===== src/rtl/genesis_multipad_scanner_if.sv =====
// Purpose : bundles the DB9 pad lines and the decoded joystick outputs of the multipad scanner.
// Latency : none; wires only.
// Backpressure: none; the master (scanner) drives select/decoded data unconditionally.
// Signals : iVSYNC, iGENPAD (pad side -> scanner); oGENPAD_SELECT, oGENPAD_TYPE,
//           oGENPAD_DECODED, oUPDATE (scanner -> pads/core). Modports: master = scanner, slave = environment.
interface genesis_multipad_scanner_if #(
    parameter int NUM_PADS = 2
) ();
    logic                     iVSYNC;
    logic [6*NUM_PADS-1:0]    iGENPAD;
    logic [NUM_PADS-1:0]      oGENPAD_SELECT;
    logic [2*NUM_PADS-1:0]    oGENPAD_TYPE;
    logic [12*NUM_PADS-1:0]   oGENPAD_DECODED;
    logic                     oUPDATE;

    modport master (
        input  iVSYNC,
        input  iGENPAD,
        output oGENPAD_SELECT,
        output oGENPAD_TYPE,
        output oGENPAD_DECODED,
        output oUPDATE
    );

    modport slave (
        output iVSYNC,
        output iGENPAD,
        input  oGENPAD_SELECT,
        input  oGENPAD_TYPE,
        input  oGENPAD_DECODED,
        input  oUPDATE
    );
endinterface


===== src/rtl/genesis_multipad_scanner.sv =====
// Purpose : scans 1..4 Genesis/Master System pads with one shared 8-phase select burst, decodes type + 12 buttons.
// Latency : after an IDLE_TICKS gap, a burst of 8*HALF_PERIOD+1 cycles; outputs change with a one-cycle oUPDATE.
// Backpressure: none; pads are sampled and outputs driven unconditionally.
// Ports   : iCLK, iN_RESET (synchronous, active low); pads (master modport of genesis_multipad_scanner_if):
//           iVSYNC, iGENPAD in; oGENPAD_SELECT, oGENPAD_TYPE, oGENPAD_DECODED, oUPDATE out.
// Build   : define GENPAD_FILTER_EN to commit each type/button bit only when it agrees with the previous burst.
module genesis_multipad_scanner #(
    parameter int NUM_PADS    = 2,
    parameter int HALF_PERIOD = 500,
    parameter int SETTLE      = 48,
    parameter int IDLE_TICKS  = 100000,
    parameter int SYNC_MODE   = 0
) (
    input  logic                       iCLK,
    input  logic                       iN_RESET,
    genesis_multipad_scanner_if.master pads
);
    localparam int TW = (HALF_PERIOD > 1) ? $clog2(HALF_PERIOD) : 1;
    localparam int GW = (IDLE_TICKS > 0) ? $clog2(IDLE_TICKS + 1) : 1;
    localparam logic [TW-1:0] T_LAST   = TW'(HALF_PERIOD - 1);
    localparam logic [TW-1:0] T_SAMPLE = TW'(SETTLE);
    localparam logic [GW-1:0] GAP_END  = GW'(IDLE_TICKS);

    localparam logic [1:0] TYPE_MS    = 2'd0;
    localparam logic [1:0] TYPE_3BTN  = 2'd1;
    localparam logic [1:0] TYPE_6BTN  = 2'd2;
    localparam logic [1:0] TYPE_ERROR = 2'd3;

    typedef enum logic [1:0] {
        IDLE,
        PHASE,
        COMMIT
    } state_t;

    state_t                  state;
    logic [2:0]              phase;
    logic [TW-1:0]           tick;
    logic [GW-1:0]           gap;
    logic                    pending;
    logic                    vsync_d;

    // Shadows keep only the bits the decode looks at:
    // l0 = {Start,A,Left,Right}, h0 = full 6 bits, l2/h3 = low nibble.
    logic [4*NUM_PADS-1:0]   sh_l0;
    logic [6*NUM_PADS-1:0]   sh_h0;
    logic [4*NUM_PADS-1:0]   sh_l2;
    logic [4*NUM_PADS-1:0]   sh_h3;

    logic [NUM_PADS-1:0]     select_q;
    logic [2*NUM_PADS-1:0]   type_q;
    logic [12*NUM_PADS-1:0]  btn_q;
    logic                    update_q;

    logic [2*NUM_PADS-1:0]   dec_type;
    logic [12*NUM_PADS-1:0]  dec_btn;
    logic [2*NUM_PADS-1:0]   commit_type;
    logic [12*NUM_PADS-1:0]  commit_btn;

    // l0_lr = L0 {Left,Right}; zero there means a 3/6-button pad is answering.
    function automatic logic [1:0] pad_type(input logic [1:0] l0_lr,
                                            input logic [3:0] l2,
                                            input logic [3:0] h3);
        logic [1:0] ty;
        if (l0_lr != 2'b00) begin
            ty = TYPE_MS;
        end else if (l2 == 4'b0000) begin
            // All four extended bits low in H3 cannot come from a real 6-button pad.
            ty = (h3 == 4'b0000) ? TYPE_ERROR : TYPE_6BTN;
        end else begin
            ty = TYPE_3BTN;
        end
        return ty;
    endfunction

    // Output word {Z,Y,X,M,S,C,B,A,U,D,L,R}, active high.
    function automatic logic [11:0] pad_btn(input logic [1:0] ty,
                                            input logic [1:0] sa,
                                            input logic [5:0] h0,
                                            input logic [3:0] h3);
        logic [11:0] b;
        b      = '0;
        b[6:5] = ~h0[5:4];
        b[3:0] = ~h0[3:0];
        if (ty != TYPE_MS) begin
            b[7] = ~sa[1];
            b[4] = ~sa[0];
        end
        if (ty == TYPE_6BTN) begin
            b[11:8] = ~h3;
        end
        return b;
    endfunction

    always_comb begin
        dec_type = '0;
        dec_btn  = '0;
        for (int n = 0; n < NUM_PADS; n++) begin
            dec_type[2*n +: 2]  = pad_type(sh_l0[4*n +: 2], sh_l2[4*n +: 4], sh_h3[4*n +: 4]);
            dec_btn[12*n +: 12] = pad_btn(pad_type(sh_l0[4*n +: 2], sh_l2[4*n +: 4], sh_h3[4*n +: 4]),
                                          sh_l0[4*n+2 +: 2], sh_h0[6*n +: 6], sh_h3[4*n +: 4]);
        end
    end

`ifdef GENPAD_FILTER_EN
    logic [2*NUM_PADS-1:0]  prev_type;
    logic [12*NUM_PADS-1:0] prev_btn;
    logic [2*NUM_PADS-1:0]  type_same;
    logic [12*NUM_PADS-1:0] btn_same;

    // A bit only moves when two consecutive bursts agree on it.
    assign type_same   = ~(dec_type ^ prev_type);
    assign btn_same    = ~(dec_btn ^ prev_btn);
    assign commit_type = (dec_type & type_same) | (type_q & ~type_same);
    assign commit_btn  = (dec_btn & btn_same) | (btn_q & ~btn_same);
`else
    assign commit_type = dec_type;
    assign commit_btn  = dec_btn;
`endif

    always_ff @(posedge iCLK) begin
        if (!iN_RESET) begin
            state    <= IDLE;
            phase    <= '0;
            tick     <= '0;
            gap      <= '0;
            pending  <= 1'b0;
            // Seeded high so a VSYNC already high at reset release is not taken as an edge.
            vsync_d  <= 1'b1;
            sh_l0    <= '1;
            sh_h0    <= '1;
            sh_l2    <= '1;
            sh_h3    <= '1;
            select_q <= '1;
            type_q   <= '0;
            btn_q    <= '0;
            update_q <= 1'b0;
`ifdef GENPAD_FILTER_EN
            prev_type <= '0;
            prev_btn  <= '0;
`endif
        end else begin
            update_q <= 1'b0;
            vsync_d  <= pads.iVSYNC;

            case (state)
                IDLE: begin
                    select_q <= '1;
                    if (gap == GAP_END) begin
                        if ((SYNC_MODE == 0) || pending) begin
                            state    <= PHASE;
                            phase    <= '0;
                            tick     <= '0;
                            select_q <= '0;
                            pending  <= 1'b0;
                        end
                    end else begin
                        gap <= gap + 1'b1;
                    end
                end

                PHASE: begin
                    if (tick == T_SAMPLE) begin
                        for (int n = 0; n < NUM_PADS; n++) begin
                            case (phase)
                                3'd0: sh_l0[4*n +: 4] <= {pads.iGENPAD[6*n+4 +: 2], pads.iGENPAD[6*n +: 2]};
                                3'd1: sh_h0[6*n +: 6] <= pads.iGENPAD[6*n +: 6];
                                3'd4: sh_l2[4*n +: 4] <= pads.iGENPAD[6*n +: 4];
                                3'd7: sh_h3[4*n +: 4] <= pads.iGENPAD[6*n +: 4];
                                default: ;
                            endcase
                        end
                    end
                    if (tick == T_LAST) begin
                        tick <= '0;
                        if (phase == 3'd7) begin
                            state    <= COMMIT;
                            select_q <= '1;
                        end else begin
                            phase    <= phase + 3'd1;
                            // Next phase index is phase+1, whose LSB is the inverse of the current one.
                            select_q <= {NUM_PADS{~phase[0]}};
                        end
                    end else begin
                        tick <= tick + 1'b1;
                    end
                end

                COMMIT: begin
                    state    <= IDLE;
                    gap      <= '0;
                    select_q <= '1;
                    type_q   <= commit_type;
                    btn_q    <= commit_btn;
                    update_q <= 1'b1;
`ifdef GENPAD_FILTER_EN
                    prev_type <= dec_type;
                    prev_btn  <= dec_btn;
`endif
                end

                default: begin
                    state    <= IDLE;
                    gap      <= '0;
                    select_q <= '1;
                end
            endcase

            // Placed after the FSM so an edge in the same cycle a burst starts still queues a request.
            if ((SYNC_MODE != 0) && pads.iVSYNC && !vsync_d) begin
                pending <= 1'b1;
            end
        end
    end

    assign pads.oGENPAD_SELECT  = select_q;
    assign pads.oGENPAD_TYPE    = type_q;
    assign pads.oGENPAD_DECODED = btn_q;
    assign pads.oUPDATE         = update_q;
endmodule


===== src/flat_wrapper.sv =====
// flat-port wrapper written by rule: the top's interface ports become plain ports
module genesis_multipad_scanner_flat 
#(
    parameter int NUM_PADS    = 2,
    parameter int HALF_PERIOD = 500,
    parameter int SETTLE      = 48,
    parameter int IDLE_TICKS  = 100000,
    parameter int SYNC_MODE   = 0
)
  (iCLK, iN_RESET, pads_iVSYNC, pads_iGENPAD, pads_oGENPAD_SELECT, pads_oGENPAD_TYPE, pads_oGENPAD_DECODED, pads_oUPDATE);
  genesis_multipad_scanner_if #(.NUM_PADS(NUM_PADS)) pads_i ();
  input  logic iCLK;
  input  logic iN_RESET;
  input wire logic [$bits(pads_i.iVSYNC)-1:0] pads_iVSYNC;
  input wire logic [$bits(pads_i.iGENPAD)-1:0] pads_iGENPAD;
  output wire logic [$bits(pads_i.oGENPAD_SELECT)-1:0] pads_oGENPAD_SELECT;
  output wire logic [$bits(pads_i.oGENPAD_TYPE)-1:0] pads_oGENPAD_TYPE;
  output wire logic [$bits(pads_i.oGENPAD_DECODED)-1:0] pads_oGENPAD_DECODED;
  output wire logic [$bits(pads_i.oUPDATE)-1:0] pads_oUPDATE;
  assign pads_i.iVSYNC = pads_iVSYNC;
  assign pads_i.iGENPAD = pads_iGENPAD;
  assign pads_oGENPAD_SELECT = pads_i.oGENPAD_SELECT;
  assign pads_oGENPAD_TYPE = pads_i.oGENPAD_TYPE;
  assign pads_oGENPAD_DECODED = pads_i.oGENPAD_DECODED;
  assign pads_oUPDATE = pads_i.oUPDATE;
  genesis_multipad_scanner #(.NUM_PADS(NUM_PADS), .HALF_PERIOD(HALF_PERIOD), .SETTLE(SETTLE), .IDLE_TICKS(IDLE_TICKS), .SYNC_MODE(SYNC_MODE)) u_core (.iCLK(iCLK), .iN_RESET(iN_RESET), .pads(pads_i));
endmodule

===== config.mk =====
export PLATFORM = sky130hd
export DESIGN_NAME = genesis_multipad_scanner_flat
export DESIGN_NICKNAME = d
export VERILOG_FILES = /design/src/rtl/genesis_multipad_scanner_if.sv /design/src/rtl/genesis_multipad_scanner.sv /design/src/flat_wrapper.sv
export SDC_FILE = /design/constraint.sdc
export NUM_CORES = 1
export LEC_CHECK = 0
export CAP_MARGIN = 20
export CORE_UTILIZATION = 55
export DETAILED_ROUTE_END_ITERATION = 16
export PLACE_DENSITY = 0.76
export SYNTH_ARGS = -nofsm -noshare
export SYNTH_HDL_FRONTEND = slang
export SYNTH_SLANG_ARGS = --single-unit
export TNS_END_PERCENT = 10

===== constraint.sdc =====
create_clock -name iCLK -period 3.5 [get_ports iCLK]
set_input_delay 0.7 -clock iCLK [delete_from_list [all_inputs] [get_ports iCLK]]
set_output_delay 0.7 -clock iCLK [all_outputs]
set_load 0.05 [all_outputs]

==> results.md, run 1 <==
* Vias in the first global route at approximately 3000
* Total grt overflow at 0
* Crit path DAT at 1540 ps
* Hold Crit Class: flip-flop to flip-flop
* Total of max-cap violations at 0
* Final Util at 66.2%
* Num ports at 46
* Clock power share at 38.1%
* CP Launch Type: flip-flop
* DR vias/cell at 5.51
* Syn_nets at 479
* Slew Limit Fails at 0
* Worst Max-Slew Pin Slew at 919 ps
* RSZ-0062 raised after global routing: false
* Total Routing Usage GR at 23.1%
* Largest net degree at the start of global routing at 34
* Syn_area_per_cell at 9.04 um^2
* CTS tree: built
* Largest area contributor in the netlist: dfxtp_1
* Clock Skew at 15.0 ps
* Main synth FF type: dfxtp_1
* FFs w/ async S/R, synth at 0%
* CP endpoint kind: output pin
* Initial Util at 56.8%
* Crit path setup slack, layout at 1260 ps
* Synth unique cells at 55
* Kind of critical path: flip-flop to output pin
* FMAX at 0.447 GHz
* CP cell instances: clkdlybuf4s50_1
* Rel. slew slack at 38.7%
* Die width at between 80 and 90 um
* Post-layout nets at 512
* Die H at 88.6 um
* Clk slew on worst S/H paths at around 110 ps
* Via count at ~3300
* Cells after Synth at between 400 and 500
* Min cycle time layout at 2240 ps
* Slowest-stage cell, CP: clkdlybuf4s50_1
* Sink Count at 97
* Final period util at 63.9%
* Top cells by area, synth: dfxtp_1 (47%), mux2i_1 (9.5%), nor2_1 (7.6%), nand2_1 (3.3%), a21oi_1 (3.0%)
* Outcome: finished clean
* Post CTS Setup Buffer Count at 0
* Count leader, synth: dfxtp_1
* Drt total wl at 8380 um
* Hold buffer count at CTS at 0
* Critical Path RT at 2800 ps
* WL/cell at 14.1 um
* Synth top area share at between 40% and 50%
* Antenna cells at 0
* Worst-path maximum fanout at 2
* Post-route DRC at 0
* Core area at 0.00725 mm^2
* #FFs+latches synth at 97
* PD cells at 393 mW/mm^2
* Setup_tns at 0 ps
* Final number of hold-violating endpoints at 0
* Reg power frac at 58.7%
* First-pass GRT wire length at 14000 um
* Clock latency on the worst-skew pair at roughly 370 ps
* Switching pwr at 0.000463 W
* Post-Place Worst Slack at 1030 ps
* Full die area at 0.00784 mm^2
* Top cells by count, synth: dfxtp_1 (97), nor2_1 (83), mux2i_1 (39)
* Comb power frac at 3.2%
* Leak at between 1.5 and 2 nW
* I/O Buffers at 44
* Buf/Inv on CP at 1
* Sequential area share after synthesis at 47.1%
* Initial antenna violation count at 0
* Post-synth EDFFs at 0
* FP Rows at 31
* DP HPWL at 5780 um
* Drt pass-1 iters at 4
* Global placer's final weighted congestion at 0.819
* VDD IR max at between 0.2 and 0.3 mV
* Sw Share at 24.5%
* TritonCTS buffer count at 9
* Pint at 0.00143 W
* Synthesized area at 0.00412 mm^2
* Initial DRC count at 131
* CTS Root Cell: clkbuf_8
* Maximum clock path buffer count at 2
* CP delay by family, top: buffers and inverters
* CP max stage delay at 820 ps
* Synth warn at 0
* Layout cell share with drive strength beyond 1 at 6.88%
* Final ANT Viol Nets at 0
* Area Overhead vs Synth at 16.5%
* Endpoints failing setup at 0
* CTS H-Tree Depth at 3
* Post-CTS resize count at 0
-- through the flow --
step | instances | power [W] | cell area, um^2 | hold WS (ps)
CTS | 593 | 0.00190 | 4800 | 441
global placement | 577 | 0.00119 | 4600 | 420
finish | 593 | 0.00189 | 4800 | 428
floorplan | 456 | 0.00117 | 4120 | 414
detailed placement | 577 | 0.00119 | 4600 | 430
global route | 593 | 0.00196 | 4800 | 463
-- state kept, by name, summed over array words and instances, names as in the netlist --
signal                       flops
u_core.state                     2
u_core.sh_h0                    12
u_core.tick                      9
u_core.pads.oUPDATE              1
u_core.sh_l2                     8
u_core.sh_h3                     8
u_core.phase                     3
u_core.pads.oGENPAD_SELECT       1
u_core.gap                      17
u_core.sh_l0                     8
u_core.pads.oGENPAD_DECODED     24
u_core.pads.oGENPAD_TYPE         4
-- logic make-up (layout without fill, tap and decap cells) --
| logic type | count (synthesis) | after routing | share of synthesized area (%) |
|---|---|---|---|
| AND/OR/NAND/NOR | 195 | 195 | 23.8 |
| flip-flops | 97 | 97 | 47.1 |
| AO/OA/AOI/OAI | 70 | 70 | 11.3 |
| multiplexers | 39 | 39 | 9.47 |
| XOR/XNOR | 8 | 8 | 1.70 |
| adder cells (fa/ha/maj) | 8 | 8 | 2.43 |
| buffers and inverters | 39 | 77 | 4.16 |
-- layout make-up --
type	count	area (um^2)
Inverter	11	41.3
Fill cell	607	2450
Timing Repair Buffer	50	485
Sequential cell	97	1940
Clock inverter	6	61.3
Tap cell	99	124
Multi-Input combinational cell	320	2010
Clock buffer	10	138
-- per-layer routing --
layer	wire length [um]	vias to the layer above	global-route usage [%]	share of wire, %
li1	-	1667	-	-
met1	4330	1537	33.5	52
met2	3670	53	34.3	44
met3	255	8	3.17	3.0
met4	126	0	10.1	1.5
met5	0	-	0	0
-- cells in the final DEF, fill, tap and decap left out, types with 2 or more instances in the layout --
cell and n:
nand3_1 13, clkdlybuf4s50_1 44, nand2b_1 5, a31oi_1 4, a31o_2 3, xnor2_1 7
dfxtp_1 97, inv_6 2, nor4_1 12, and4_1 2, o31ai_1 3, nand2_1 36
a2bb2oi_1 8, o21ai_0 10, or3_1 5, nor4bb_1 2, nand4_1 6, and3_1 3
clkbuf_8 10, inv_1 10, nor2b_1 3, a311oi_1 3, nor3_1 8, nor2_1 83
ha_1 8, mux2i_1 39, nand4b_1 3, a21oi_1 25, buf_4 6, a211oi_1 6
-- worst paths after layout --
path	startpoint	endpoint	slack, ps	depth (start not counted)
max	u_core.pads.oGENPAD_DECODED[5]	pads_oGENPAD_DECODED[5]	1260	1
min	u_core.sh_h0[5]	u_core.pads.oGENPAD_DECODED[6]	430	1
max reg2reg	u_core.tick[0]	u_core.tick[5]	1340	5
min reg2reg	u_core.sh_h0[5]	u_core.pads.oGENPAD_DECODED[6]	430	1
-- power groups by stage --
stage                     sequential (W)  combinational, W  clock, W
after floorplan                  0.00113         0.0000329         0
after global placement           0.00113         0.0000595         0
after detailed placement         0.00113         0.0000599         0
after CTS                        0.00111         0.0000603  0.000732
after global routing             0.00111         0.0000663  0.000781
final                            0.00111         0.0000602  0.000719
(Power assumes the default switching activity.)
==> run 2: changes to the inputs <==
==> constraint.sdc (replaced) <==
create_clock -name iCLK -period 2.2 [get_ports iCLK]
set_input_delay 0.44 -clock iCLK [delete_from_list [all_inputs] [get_ports iCLK]]
set_output_delay 0.44 -clock iCLK [all_outputs]
set_load 0.05 [all_outputs]
==> results.md, run 2 (synthesis results as in run 1) <==
* Total grt overflow at 0 (unchanged)
* Clock latency on the worst-skew pair at 360 ps (was 370 ps)
* Drt total wl at 8360 um (was 8380 um)
* CTS Root Cell: clkbuf_8 (unchanged)
* Flip-flop count of the largest register after layout at 24 (unchanged)
* I/O Buffers at 44 (unchanged)
* Initial DRC count at 136 (was 131)
* Clock Skew at 13.4 ps (was 15.0 ps)
* Placed cells at 585 (was 577)
* Reg power frac at 60.3% (was 58.7%)
* Final period util at 89.8%
* Total Routing Usage GR at 22.3% (was 23.1%)
* Slowest-stage cell, CP: clkdlybuf4s50_1 (unchanged)
* Full die area at 0.00784 mm^2 (unchanged)
* Switching pwr at 0.000706 W (was 0.000463 W)
* Post-route DRC at 0 (unchanged)
* Global placer's final weighted congestion at 0.815 (was 0.819)
* FMAX at 0.506 GHz
* Initial antenna violation count at 0 (unchanged)
* Worst Max-Slew Pin Slew at 603 ps (was 919 ps)
* Initial Util at 56.8% (unchanged)
* Drt pass-1 iters at 4 (unchanged)
* Critical Path RT at 1760 ps (was 2800 ps)
* Comb power frac at 3.5% (was 3.2%)
* Outcome: finished clean (unchanged)
* First-pass GRT wire length at 13500 um (was 14000 um)
* VDD IR max at 0.445 mV (was 0.258 mV)
* Kind of critical path: flip-flop to output pin (unchanged)
* Sw Share at 24.1% (was 24.5%)
* Hold Crit Class: flip-flop to flip-flop (unchanged)
* Hold buffer count at CTS at 0 (unchanged)
* WL/cell at 13.9 um (was 14.1 um)
* Pint at 0.00222 W (was 0.00143 W)
* Via count at 3298 (was 3265)
* Sink Count at 97 (unchanged)
* CP delay by family, top: buffers and inverters (unchanged)
* Clock power share at 36.3% (was 38.1%)
* CTS H-Tree Depth at 3 (unchanged)
* CP Launch Type: flip-flop (unchanged)
* Worst-path maximum fanout at 2 (unchanged)
* CP endpoint kind: output pin (unchanged)
* CP cell instances: clkdlybuf4s50_1 (unchanged)
* Vias in the first global route at 2887 (was 2984)
* Setup_tns at 0 ps (unchanged)
* Post CTS Setup Buffer Count at 0 (unchanged)
* Post-CTS resize count at 0 (unchanged)
* Antenna cells at 0 (unchanged)
* Min cycle time layout at 1970 ps
* FP Rows at 31 (unchanged)
* Leak at 1.75 nW (was 1.72 nW)
* Maximum clock path buffer count at 2 (unchanged)
* DR vias/cell at 5.50 (was 5.51)
* R2r setup slk at 270 ps (was 1340 ps)
* Post-layout nets at 520 (was 512)
* Buf/Inv on CP at 1 (unchanged)
* PD cells at 603 mW/mm^2 (was 393 mW/mm^2)
* Final number of hold-violating endpoints at 0 (unchanged)
* Most frequent cells in the layout: dfxtp_1 (97), nor2_1 (83), clkdlybuf4s50_1 (44), mux2i_1 (39), nand2_1 (36) (unchanged)
* Area Overhead vs Synth at 17.8% (was 16.5%)
* DP HPWL at 5930 um (was 5780 um)
* CP max stage delay at 820 ps (about the same)
* Layout cell share with drive strength beyond 1 at 8.38% (was 6.88%)
* Largest net degree at the start of global routing at 57 (was 34)
* Die H at 88.6 um (unchanged)
* Total of max-cap violations at 0 (unchanged)
* Num ports at 46 (unchanged)
* Final ANT Viol Nets at 0 (unchanged)
* Slew Limit Fails at 0 (unchanged)
* Core area at 0.00725 mm^2 (unchanged)
* Final Non-Filler Cells at 600 (was 593)
* Die width at 88.6 um (unchanged)
* Endpoints failing setup at 0 (unchanged)
* Rel. slew slack at 59.7% (was 38.7%)
* Crit path DAT at 1530 ps (was 1540 ps)
* Most common cell after layout, fill and taps aside: dfxtp_1 (unchanged)
* CTS tree: built (unchanged)
* TritonCTS buffer count at 9 (unchanged)
* RSZ-0062 raised after global routing: false (unchanged)
* Clk slew on worst S/H paths at 100 ps (was 110 ps)
-- run 2: power by group through the flow --
stage / clock (W) / sequential [W] / combinational, W
after global routing: 0.00117 / 0.00177 / 0.000111
after global placement: 0 / 0.00181 / 0.0000985
after detailed placement: 0 / 0.00181 / 0.0000995
after CTS: 0.00109 / 0.00176 / 0.000100
after floorplan: 0 / 0.00180 / 0.0000524
final: 0.00106 / 0.00176 / 0.000101
-- run 2: cell type report --
cell class / count / area [um^2]
tap: 99 / 124
multi-input combinational: 320 / 2010
sequential: 97 / 1940
timing repair buffer: 58 / 558
fill: 603 / 2400
clock buffer: 9 / 124
inverter: 11 / 41.3
clock inverter: 6 / 51.3
-- run 2: metal layers --
layer / up-vias / GRT usage [%] / part of all wire [%]
li1: 1688 / - / -
met1: 1551 / 32.6 / 53
met2: 48 / 32.7 / 43
met3: 11 / 3.26 / 2.1
met4: 0 / 9.24 / 1.4
met5: - / 0 / 0
-- run 2: final timing paths --
kind | cells after the start | endpoint | startpoint
hold reg to reg | 1 | u_core.pads.oGENPAD_DECODED[6] | u_core.sh_h0[5]
setup reg to reg | 6 | u_core.tick[7] | u_core.gap[0]
hold / removal | 1 | u_core.pads.oGENPAD_DECODED[6] | u_core.sh_h0[5]
setup / recovery | 1 | pads_oGENPAD_DECODED[11] | u_core.pads.oGENPAD_DECODED[11]
-- run 2: per-stage QoR --
stage               area (um^2)  util (%)  power [W]  hold slack (ps)  setup slack (ps)
finish                     4850      66.9    0.00293              437               225
global route               4850      66.9    0.00304              448              38.0
CTS                        4850      66.8    0.00296              440               206
detailed placement         4670      64.4    0.00190              429               262
global placement           4670      64.4    0.00190              420               314
floorplan                  4120         -    0.00186              414               575
==> run 3: changes to the inputs <==
--- a/config.mk
+++ b/config.mk
@@ -6,6 +6,8 @@
 export NUM_CORES = 1
 export LEC_CHECK = 0
 export CAP_MARGIN = 20
+export CORE_ASPECT_RATIO = 1.4
+export CORE_MARGIN = 2
 export CORE_UTILIZATION = 55
 export DETAILED_ROUTE_END_ITERATION = 16
 export PLACE_DENSITY = 0.76
==> results.md, run 3 (synthesis results as in run 1) <==
* FILL cells at 612 (was 603)
* Layout cell share with drive strength beyond 1 at 8.37% (was 8.38%)
* Min cycle time layout at 1990 ps (was 1970 ps)
* VDD IR max at 0.658 mV (was 0.445 mV)
* FF-to-FF path depth at 6 (unchanged)
* Antenna cells at 0 (unchanged)
* CTS H-Tree Depth at 3 (unchanged)
* CP delay by family, top: buffers and inverters (unchanged)
* Worst Hold Depth at 1 (unchanged)
* Clock latency on the worst-skew pair at 370 ps (was 360 ps)
* Hold Path End: u_core.pads.oGENPAD_DECODED[14] (was u_core.pads.oGENPAD_DECODED[6])
* Worst Max-Slew Pin Slew at 569 ps (was 603 ps)
* Initial Util at 56.3% (was 56.8%)
* Area Overhead vs Synth at 18.8% (was 17.8%)
* Final period util at 90.4% (was 89.8%)
* HP Start: u_core.sh_h0[8] (was u_core.sh_h0[5])
* WL/cell at 14.7 um (was 13.9 um)
* First-pass GRT wire length at 14700 um (was 13500 um)
* Leak at 1.78 nW (was 1.75 nW)
* Largest net degree at the start of global routing at 41 (was 57)
* R2r setup slk at 250 ps (was 270 ps)
* Die width at 77.2 um (was 88.6 um)
* Global placer's final weighted congestion at 0.859 (was 0.815)
* I/O Buffers at 44 (unchanged)
* Kind of critical path: flip-flop to output pin (unchanged)
* RSZ-0062 raised after global routing: false (unchanged)
* Worst-path maximum fanout at 2 (unchanged)
* Critical Path RT at 1760 ps (about the same)
* CP max stage delay at 810 ps (was 820 ps)
* Sink Count at 97 (unchanged)
* Maximum clock path buffer count at 2 (unchanged)
* Setup_tns at 0 ps (unchanged)
* Clk slew on worst S/H paths at 100 ps (about the same)
* Outcome: finished clean (unchanged)
* CP Launch Type: flip-flop (unchanged)
* Die H at 106 um (was 88.6 um)
* Post-layout nets at 520 (unchanged)
* Worst R2R End: u_core.phase[1] (was u_core.tick[7])
* Hold slack final at 434 ps (was 437 ps)
* Final ANT Viol Nets at 0 (unchanged)
* Crit path DAT at 1550 ps (was 1530 ps)
* Post-route DRC at 0 (unchanged)
* DR vias/cell at 5.58 (was 5.50)
* Drt pass-1 iters at 4 (unchanged)
* FMAX at 0.503 GHz (was 0.506 GHz)
* Post CTS Setup Buffer Count at 0 (unchanged)
* Total Routing Usage GR at 22.4% (was 22.3%)
* Drt total wl at 8800 um (was 8360 um)
* Initial DRC count at 153 (was 136)
* Rel. slew slack at 62.0% (was 59.7%)
* Vias in the first global route at 3246 (was 2887)
* Slowest-stage cell, CP: clkdlybuf4s50_1 (unchanged)
* CTS Root Cell: clkbuf_8 (unchanged)
* Most frequent cells in the layout: dfxtp_1 (97), nor2_1 (83), clkdlybuf4s50_1 (44), mux2i_1 (39), nand2_1 (36) (unchanged)
* Post-CTS resize count at 0 (unchanged)
* Hold buffer count at CTS at 0 (unchanged)
* PD cells at 646 mW/mm^2 (was 603 mW/mm^2)
* Slew Limit Fails at 0 (unchanged)
* Most common cell after layout, fill and taps aside: dfxtp_1 (unchanged)
* CP cell instances: clkdlybuf4s50_1 (unchanged)
* TritonCTS buffer count at 9 (unchanged)
* Buf/Inv on CP at 1 (unchanged)
* Final number of hold-violating endpoints at 0 (unchanged)
* Flip-flop count of the largest register after layout at 24 (unchanged)
* Endpoints failing setup at 0 (unchanged)
* Num ports at 46 (unchanged)
* Via count at 3341 (was 3298)
* Core area at 0.00731 mm^2 (was 0.00725 mm^2)
* Total grt overflow at 0 (unchanged)
* DP HPWL at 6160 um (was 5930 um)
* FP Rows at 37 (was 31)
* Hold Crit Class: flip-flop to flip-flop (unchanged)
* CP endpoint kind: output pin (unchanged)
* Worst reg2reg path startpoint: u_core.gap[0] (unchanged)
* Full die area at 0.00821 mm^2 (was 0.00784 mm^2)
* Total of max-cap violations at 0 (unchanged)
* Initial antenna violation count at 0 (unchanged)
* Clock Skew at 11.5 ps (was 13.4 ps)
* CTS tree: built (unchanged)
-- run 3: worst max path at each step --
stage                                         start                  endpoint  slack, ps  depth (start not counted)
floorplan                            u_core.tick[0]           u_core.sh_l0[6]        580                          7
global placement                     u_core.tick[0]           u_core.sh_l0[3]        320                          6
global route                          u_core.gap[0]           u_core.phase[1]        110                          6
finish              u_core.pads.oGENPAD_DECODED[12]  pads_oGENPAD_DECODED[12]        210                          1
detailed placement                    u_core.gap[0]           u_core.phase[1]        260                          6
CTS                 u_core.pads.oGENPAD_DECODED[12]  pads_oGENPAD_DECODED[12]        190                          1
-- run 3: metal layers --
layer  track usage, %  up-vias  wire, um
met4             9.06        0       208
met3             5.35       14       202
met1             24.3     1604      3740
li1                 -     1681         -
met5                0        -         0
met2             41.3       42      4640
-- run 3: final cells by class --
cell class / count / area (um^2) / share of cell area (%)
Multi-Input combinational cell: 320 / 2010 / 41.0
Sequential cell: 97 / 1940 / 39.7
Timing Repair Buffer: 58 / 558 / 11.4
Clock buffer: 9 / 124 / 2.53
Tap cell: 97 / 121 / 2.48
Clock inverter: 7 / 103 / 2.10
Inverter: 11 / 41.3 / 0.843
-- run 3: where the power goes --
part | total (W) | switching [W] | internal, W | leakage [nW]
sequential | 0.00176 | 0.00000536 | 0.00176 | 0.783
combinational | 0.0000995 | 0.0000572 | 0.0000423 | 0.886
clock | 0.00130 | 0.000648 | 0.000652 | 0.110
total | 0.00316 | 0.000711 | 0.00245 | 1.78
-- run 3: metrics by stage --
stage / utilization (%) / cell area [um^2] / power (W) / instances / setup slack [ps]
after floorplan: - / 4120 / 0.00186 / 456 / 575
after global placement: 63.9 / 4670 / 0.00190 / 583 / 322
after detailed placement: 63.9 / 4670 / 0.00190 / 583 / 255
after CTS: 67.0 / 4900 / 0.00318 / 599 / 194
after global routing: 67.0 / 4900 / 0.00327 / 599 / 113
final: 67.0 / 4900 / 0.00316 / 599 / 210
